--- config.mk ---
export PLATFORM = sky130hd
export DESIGN_NAME = reset_sequencer
export DESIGN_NICKNAME = d
export VERILOG_FILES = /design/src/rtl/reset_sequencer.sv
export SDC_FILE = /design/constraint.sdc
export NUM_CORES = 1
export LEC_CHECK = 0
export CORE_MARGIN = 5
export CORE_UTILIZATION = 42
export DETAILED_ROUTE_END_ITERATION = 8
export PLACE_DENSITY = 0.69
export SYNTH_ARGS = -nofsm -noshare
export SYNTH_HDL_FRONTEND = slang
export SYNTH_SLANG_ARGS = --single-unit
--- constraint.sdc ---
create_clock -name clk -period 1.61 [get_ports clk]
set_clock_uncertainty 0.1 [all_clocks]
set_input_delay 0.322 -clock clk [delete_from_list [all_inputs] [get_ports clk]]
set_output_delay 0.322 -clock clk [all_outputs]
set_load 0.005 [all_outputs]
--- src/rtl/reset_sequencer.sv ---
// Central reset producer: synchronizes board reset release, waits for PLL lock,
// then releases NUM_RST active-low synchronous resets in a fixed staged order.
module reset_sequencer #(
  parameter int NUM_RST     = 4,
  parameter int SYNC_STAGES = 2,
  parameter int HOLD_CYCLES = 16,
  parameter int STEP_CYCLES = 8,
  parameter int CNT_W       = 8
) (
  input  logic               clk,
  input  logic               rst,
  input  logic               pll_lock,
  input  logic               sw_rst_req,
  output logic               sw_rst_ack,
  output logic [NUM_RST-1:0] rstn_out,
  output logic               rst_done
);

  typedef enum logic [1:0] {
    HOLD    = 2'd0,
    RELEASE = 2'd1,
    DONE    = 2'd2
  } state_t;

  localparam logic [CNT_W-1:0]   HOLD_LAST = CNT_W'(HOLD_CYCLES - 1);
  localparam logic [CNT_W-1:0]   STEP_LAST = CNT_W'(STEP_CYCLES - 1);
  localparam logic [NUM_RST-1:0] FIRST     = NUM_RST'(1);
  localparam logic [NUM_RST-1:0] ALL_ONES  = '1;
  // Thermometer pattern with every output released except the last one.
  localparam logic [NUM_RST-1:0] PENULT    = ALL_ONES >> 1;

  logic [SYNC_STAGES-1:0] sync_q;
  logic                   rst_sync;

  state_t             state_q, state_d;
  logic [CNT_W-1:0]   cnt_q, cnt_d;
  logic [NUM_RST-1:0] rstn_q, rstn_d;
  logic               done_q, done_d;
  logic               ack_q, ack_d;

  // Assertion is asynchronous; release is retimed through SYNC_STAGES flops.
  // NOTE: sequential state uses non-blocking (<=) so every flop samples pre-edge values.
  always_ff @(posedge clk or posedge rst) begin
    if (rst) begin
      sync_q <= '1;
    end else begin
      sync_q <= {sync_q[SYNC_STAGES-2:0], 1'b0};
    end
  end

  assign rst_sync = sync_q[SYNC_STAGES-1];

  always_ff @(posedge clk or posedge rst) begin
    if (rst) begin
      state_q <= HOLD;
      cnt_q   <= '0;
      rstn_q  <= '0;
      done_q  <= 1'b0;
      ack_q   <= 1'b0;
    end else begin
      state_q <= state_d;
      cnt_q   <= cnt_d;
      rstn_q  <= rstn_d;
      done_q  <= done_d;
      ack_q   <= ack_d;
    end
  end

  // Outputs only ever change as a thermometer: bits rise one at a time, and all
  // fall together on re-entry to HOLD.
  always_comb begin
    // NOTE: every variable gets a default first so no path can infer a latch.
    state_d = state_q;
    cnt_d   = cnt_q;
    rstn_d  = rstn_q;
    done_d  = done_q;
    ack_d   = 1'b0;

    if (rst_sync) begin
      state_d = HOLD;
      cnt_d   = '0;
      rstn_d  = '0;
      done_d  = 1'b0;
    end else begin
      unique case (state_q)
        HOLD: begin
          if (!pll_lock) begin
            cnt_d = '0;
          end else if (cnt_q >= HOLD_LAST) begin
            rstn_d = FIRST;
            cnt_d  = '0;
            if (NUM_RST == 1) begin
              state_d = DONE;
              done_d  = 1'b1;
            end else begin
              state_d = RELEASE;
            end
          end else begin
            cnt_d = cnt_q + 1'b1;
          end
        end

        RELEASE: begin
          if (!pll_lock) begin
            state_d = HOLD;
            cnt_d   = '0;
            rstn_d  = '0;
            done_d  = 1'b0;
          end else if (cnt_q >= STEP_LAST) begin
            rstn_d = (rstn_q << 1) | FIRST;
            cnt_d  = '0;
            if (rstn_q == PENULT) begin
              state_d = DONE;
              done_d  = 1'b1;
            end
          end else begin
            cnt_d = cnt_q + 1'b1;
          end
        end

        DONE: begin
          // Lock loss outranks a warm reset request and suppresses the ack.
          if (!pll_lock || sw_rst_req) begin
            state_d = HOLD;
            cnt_d   = '0;
            rstn_d  = '0;
            done_d  = 1'b0;
            ack_d   = pll_lock;
          end
        end

        default: begin
          state_d = HOLD;
          cnt_d   = '0;
          rstn_d  = '0;
          done_d  = 1'b0;
        end
      endcase
    end
  end

  assign rstn_out   = rstn_q;
  assign rst_done   = done_q;
  assign sw_rst_ack = ack_q;

endmodule
==> results of run 1 <==
==> path summary, 6_finish.rpt <==
check / cells past startpoint / slack (ns) / endpoint / startpoint
worst max-delay path: 6 / 0.04 / cnt_q[3] / cnt_q[0]
worst min-delay path: 2 / 0.16 / cnt_q[7] / rst
worst max register to register: 6 / 0.04 / cnt_q[3] / cnt_q[0]
worst min register to register: 0 / 0.26 / sync_q[1] / sync_q[0]
max in group asynchronous: 3 / 0.79 / rstn_out[3] / rst
min in group clk: 0 / 0.26 / sync_q[1] / sync_q[0]
==> routing by layer <==
metal | vias up | global-route usage (%) | wire length [microns]
met3 | 3 | 3.27 | 53
met1 | 297 | 16.2 | 673
met2 | 12 | 22.3 | 821
li1 | 308 | - | -
met4 | 0 | 6.22 | 24
met5 | - | 0 | 0
==> cell usage after synthesis (all sizes together) (2+ instances only) <==
library cell and number:
inv 4, a22o 4, a21oi 2, nand2 9, dfrtp 16, and2 4, nor3b 2, a211oi 3
o21ai 5, nor2 3, dfstp 2, nor4 2
==> timing repair <==
item / in CTS / in global routing
pin swaps: 4 / 5
buffers inserted: 4 / 1
hold endpoints to repair: 0 / 0
gates resized for setup: 2 / 8
endpoints found under the setup margin: 5 / 10
==> power by group through the flow <==
stage / Combinational, W / Clock (W) / Sequential, W
2_1_floorplan: 0.0000267 / 0 / 0.000471
5_1_grt: 0.0000613 / 0.000263 / 0.000465
4_1_cts: 0.0000543 / 0.000240 / 0.000463
3_3_place_gp: 0.0000510 / 0 / 0.000471
6_report: 0.0000539 / 0.000233 / 0.000464
3_5_place_dp: 0.0000523 / 0 / 0.000471
==> registers in the layout, indices dropped and copies added (netlist names) <==
register and count:
state_q 2, cnt_q 8, rst_done 1, rstn_out 4, sync_q 2, sw_rst_ack 1
==> kinds of logic (layout without fill, tap and decap cells) <==
logic type / Yosys count / count (layout)
simple gates: 25 / 25
compound gates: 21 / 21
flops: 18 / 18
buf+inv: 4 / 32
fa+ha+maj: 1 / 1
other cells: 1 / 1
==> worst max-delay path: stages (launching register included) <==
cell      delay (ns)
dfrtp_1         0.41
ha_4            0.18
a31oi_1         0.07
buf_4           0.16
o211ai_4        0.22
nor2_1          0.07
a211o_1         0.26
==> through the flow <==
stage	cells	hold slack [ns]	util [%]
after floorplan	70	0.159	-
after global placement	116	0.246	53.8
after detailed placement	116	0.249	53.8
after CTS	124	0.171	56.8
after global routing	125	0.172	59.1
final	125	0.160	59.1
==> cell type report <==
type | count | area share, %
clock buffer | 4 | 2.31
multi-input combinational | 48 | 34.5
tap | 27 | 2.97
inverter | 4 | 1.32
timing repair buffer | 24 | 19.1
sequential | 18 | 39.9
==> impl_metrics.tcl, run 1 <==
set metrics [dict create \
    grt_max_degree 11 \
    htree_levels 1 \
    setup_viol 0 \
    syn_nets 75 \
    antenna_found_initial 0 \
    clock_latency_ns 0.29 \
    multi_input_area_sq_um 392 \
    yosys.area.top_type "dfrtp_1" \
    synth_cell_types 29 \
    ant_nets 0 \
    swShare_pct 22.5 \
    cts_sinks 18 \
    drive_gt1_share_pct 33.7 \
    synth_compound_area_share_pct 20.0 \
    total_power_w 0.000750 \
    seq_area_sq_um 453 \
    drt_iter0_markers 5 \
    die-area_sq_um 2970 \
    drv_slew 0 \
    async_flop_share_pct 100 \
    post_drt_wl_per_cell_microns 12.6 \
    finalCriticalPeriod_ns 1.57 \
    routed_wl_microns 1570 \
    fin_ws_ns 0.0417 \
    die_w_microns 54.5 \
    path_clk_slew_ns 0.10 \
    leakagePower_nw 0.601 \
    fmax_mhz 638 \
    vias_per_cell 4.96 \
    rows 16 \
    start_util_pct 43.2 \
    path_max_fanout 5 \
    fillers 171 \
    ys_ff_latch 18 \
    synth-edff-count 0 \
    grt_pass1_vias 642 \
    worstPathArrival_ns 1.66 \
    grt_overflow 0 \
    yosysWarningCount 0 \
    clk_path_buf_depth 2 \
    peakVddDrop_uv 495 \
    mostFrequentLayoutCells "dfrtp_1 (16), buf_4 (13), nand2_1 (8), clkdlybuf4s50_1 (5)" \
    die_height_microns 54.5 \
    yosys.area_share.simple_pct 21.7 \
    status "finished clean" \
    setup_tns_ns 0 \
    layout_commonest_cell "dfrtp_1" \
    antenna_cells 0 \
    synth_ff_type "dfrtp_1" \
    synth_top_family_by_area "simple AND/OR/NAND/NOR gates" \
    grt_pass1_wl_microns 2790 \
    rsz0062_at_grt "yes" \
    portBuffers 9 \
    route.detailed.drc 0 \
    dp_hpwl_microns 1130 \
    place_area_sq_um 1030 \
    ios 10 \
    area_growth_pct 36.7 \
    synth_fa_ha_area_share_pct 1.51 \
    synth_mux_area_share_pct 0 \
    via_count 620 \
    nNetsFinal 104 \
    synthCells 70 \
    p_comb_share_pct 7.2 \
    maxCapViolCount 0 \
    core_sq_um 1920 \
    cp_data_required_time_ns 1.70 \
    syn_area_per_cell_sq_um 11.9 \
    hp-class "in2async" \
    p_switching_w 0.000169 \
    finalHoldViolations 0 \
    pre_cts_slack_ns -0.238 \
    ys_top_cells_by_area "dfrtp_1 (48%), dfstp_2 (6.3%), nor4_4 (5.1%)" \
    end_kind "flop" \
    start_kind "flop" \
    cts_hold_buf 0 \
    firstDrtPassIters 4 \
    criticalPathCategory "reg2reg" \
    synth_top_cell_area_share_pct 48.2 \
    post-route-period-util_pct 97.4 \
    track_usage_pct 13.4 \
    internal-power_w 0.000581 \
    cts_tree "done" \
    seq_power_share_pct 61.8 \
    design_area_sq_um 1140 \
    cts-root-buf "clkbuf_4" \
    synth.cell_area_sq_um 831 \
    routabilityCongestion 0.839 \
    ys_seq_area_share_pct 54.5 \
    clockPowerShare_pct 31.0 \
    p_per_area_nw_per_um2 660 \
    numCtsBuffers 3 \
    synthXorXnorAreaFrac_pct 0 \
]
No activity file was read; power rests on OpenSTA's default activity.
==> run 2, diff against run 1 <==
--- a/config.mk
+++ b/config.mk
@@ -7,6 +7,7 @@
 export LEC_CHECK = 0
 export CORE_MARGIN = 5
 export CORE_UTILIZATION = 42
+export CTS_CLUSTER_SIZE = 30
 export DETAILED_ROUTE_END_ITERATION = 8
 export PLACE_DENSITY = 0.69
 export SYNTH_ARGS = -nofsm -noshare
==> results of run 2 <==
Final layout, timing and power as in run 1 (identical DEF).
==> run 3, diff against run 2 <==
--- a/config.mk
+++ b/config.mk
@@ -6,10 +6,10 @@
 export NUM_CORES = 1
 export LEC_CHECK = 0
 export CORE_MARGIN = 5
-export CORE_UTILIZATION = 42
+export CORE_UTILIZATION = 45
 export CTS_CLUSTER_SIZE = 30
 export DETAILED_ROUTE_END_ITERATION = 8
-export PLACE_DENSITY = 0.69
+export PLACE_DENSITY = 0.73
 export SYNTH_ARGS = -nofsm -noshare
 export SYNTH_HDL_FRONTEND = slang
 export SYNTH_SLANG_ARGS = --single-unit
==> run 3 against run 2 <==
Compared with the run above:
- sequential cell count unchanged
- clock-buffer cell count unchanged
- combinational power increased by 8.7%
- largest cell class unchanged
- highest routed layer unchanged
==> impl_metrics.tcl, run 3 (same netlist as run 1, synthesis figures left out) <==
set metrics [dict create \
    status "finished clean" \
    criticalPathCategory "reg2reg" \
    ant_nets 0 \
    drt_iter0_markers 8 \
    cts_tree "done" \
    hp-class "in2async" \
    post-route-period-util_pct 99.4 \
    cp_data_required_time_ns 1.75 \
    nNetsFinal 109 \
    peakVddDrop_uv 567 \
    maxCapViolCount 0 \
    rsz0062_at_grt "yes" \
    antenna_found_initial 0 \
    start_kind "flop" \
    grt_max_degree 19 \
    numCtsBuffers 3 \
    path_max_fanout 4 \
    rr_endpoint "cnt_q[2]" \
    routabilityCongestion 0.824 \
    die_height_microns 53.0 \
    post_drt_wl_per_cell_microns 13.1 \
    seq_area_sq_um 453 \
    worstRegToRegCells 6 \
    route.detailed.drc 0 \
    r2r_slack_ns 0.01 \
    largest-register "cnt_q" \
    ios 10 \
    leakagePower_nw 0.621 \
    cts-root-buf "clkbuf_4" \
    dp_hpwl_microns 1210 \
    drv_slew 0 \
    path_clk_slew_ns 0.10 \
    track_usage_pct 14.2 \
    mostFrequentLayoutCells "buf_4 (19), dfrtp_1 (16), nand2_1 (8), clkdlybuf4s50_1 (5)" \
    vias_per_cell 5.11 \
    grt_pass1_vias 673 \
    via_count 654 \
    drive_gt1_share_pct 36.9 \
    finalHoldViolations 0 \
    clock_latency_ns 0.30 \
    htree_levels 1 \
    largest_reg_flops 8 \
    start_util_pct 47.6 \
    multi_input_area_sq_um 393 \
    setup_viol 0 \
    die-area_sq_um 2810 \
    antenna_cells 0 \
    cts_sinks 18 \
    fillers 141 \
    utilization_pct 67.5 \
    clk_path_buf_depth 2 \
    rows 15 \
    core_sq_um 1750 \
    r2r-start "cnt_q[6]" \
    fmax_mhz 625 \
    area_growth_pct 41.9 \
    layout_commonest_cell "buf_4" \
    routed_wl_microns 1680 \
    portBuffers 9 \
    grt_pass1_wl_microns 2820 \
    die_w_microns 53.0 \
    grt_overflow 0 \
    firstDrtPassIters 4 \
    p_per_area_nw_per_um2 679 \
    fin_ws_ns 0.00987 \
    worstPathArrival_ns 1.74 \
    pre_cts_slack_ns -0.207 \
    finalCriticalPeriod_ns 1.60 \
    end_kind "flop" \
]
[run 3: cell types whose count changed in the layout (fill, tap and decap cells not counted)]
cell,before,now
a211oi_2,1,0
clkbuf_1,1,0
buf_6,2,1
nor3b_4,0,1
a211oi_1,2,3
buf_4,13,19
nor3b_2,2,1
clkbuf_8,0,1
[run 3: worst max-delay path by stage]
stage | cells after the start | end | slack, ns | from
floorplan | 5 | rstn_out[0] | 0.05 | cnt_q[0]
global placement | 5 | cnt_q[2] | -0.17 | pll_lock
detailed placement | 5 | cnt_q[3] | -0.21 | pll_lock
CTS | 1 | rstn_out[2] | 0.01 | rstn_out[2]
global route | 6 | cnt_q[2] | -0.04 | cnt_q[6]
finish | 6 | cnt_q[2] | 0.01 | cnt_q[6]
[run 3: layout make-up]
type | instances | share of cell area, %
repair buffers | 29 | 21.2
inverters | 4 | 1.27
flip-flops and latches | 18 | 38.4
multi-input cells | 48 | 33.3
clock buffers | 4 | 3.08
well taps | 25 | 2.65
[run 3: where the power goes]
| part | internal (W) | switching [W] |
|---|---|---|
| clock network | 0.000138 | 0.000139 |
| logic | 0.0000287 | 0.0000300 |
| registers | 0.000459 | 0.00000591 |
| total | 0.000626 | 0.000175 |
[run 3: through the flow]
| step | TNS, ns | hold slack (ns) | instances | instance area (sq um) | power [W] |
|---|---|---|---|---|---|
| floorplan | 0 | 0.159 | 70 | 835 | 0.000498 |
| global placement | -1.67 | 0.246 | 116 | 1050 | 0.000522 |
| detailed placement | -2.23 | 0.257 | 116 | 1050 | 0.000524 |
| CTS | 0 | 0.239 | 124 | 1130 | 0.000806 |
| global route | -0.0711 | 0.275 | 128 | 1180 | 0.000836 |
| finish | 0 | 0.232 | 128 | 1180 | 0.000801 |
[run 3: per-layer routing]
metal / up-vias / GRT usage [%] / share of wire [%]
li1: 317 / - / -
met5: - / 0 / 0
met1: 320 / 14.6 / 42
met3: 5 / 3.38 / 3.6
met4: 0 / 7.66 / 2.3
met2: 12 / 26.0 / 52
[run 3: critical path, stage by stage, from the launching register on]
cell	delay [ns]
dfrtp_1	0.42
nor4_4	0.36
buf_4	0.19
o211ai_4	0.09
buf_6	0.14
nor3b_2	0.14
a21o_1	0.09
[run 3: repair_timing]
| action | in CTS | in global routing |
|---|---|---|
| resized for setup | 4 | 5 |
| setup endpoints to repair | 5 | 6 |
| setup buffers | 4 | 4 |
| pin swaps | 4 | 4 |
| hold buffers | 0 | 0 |
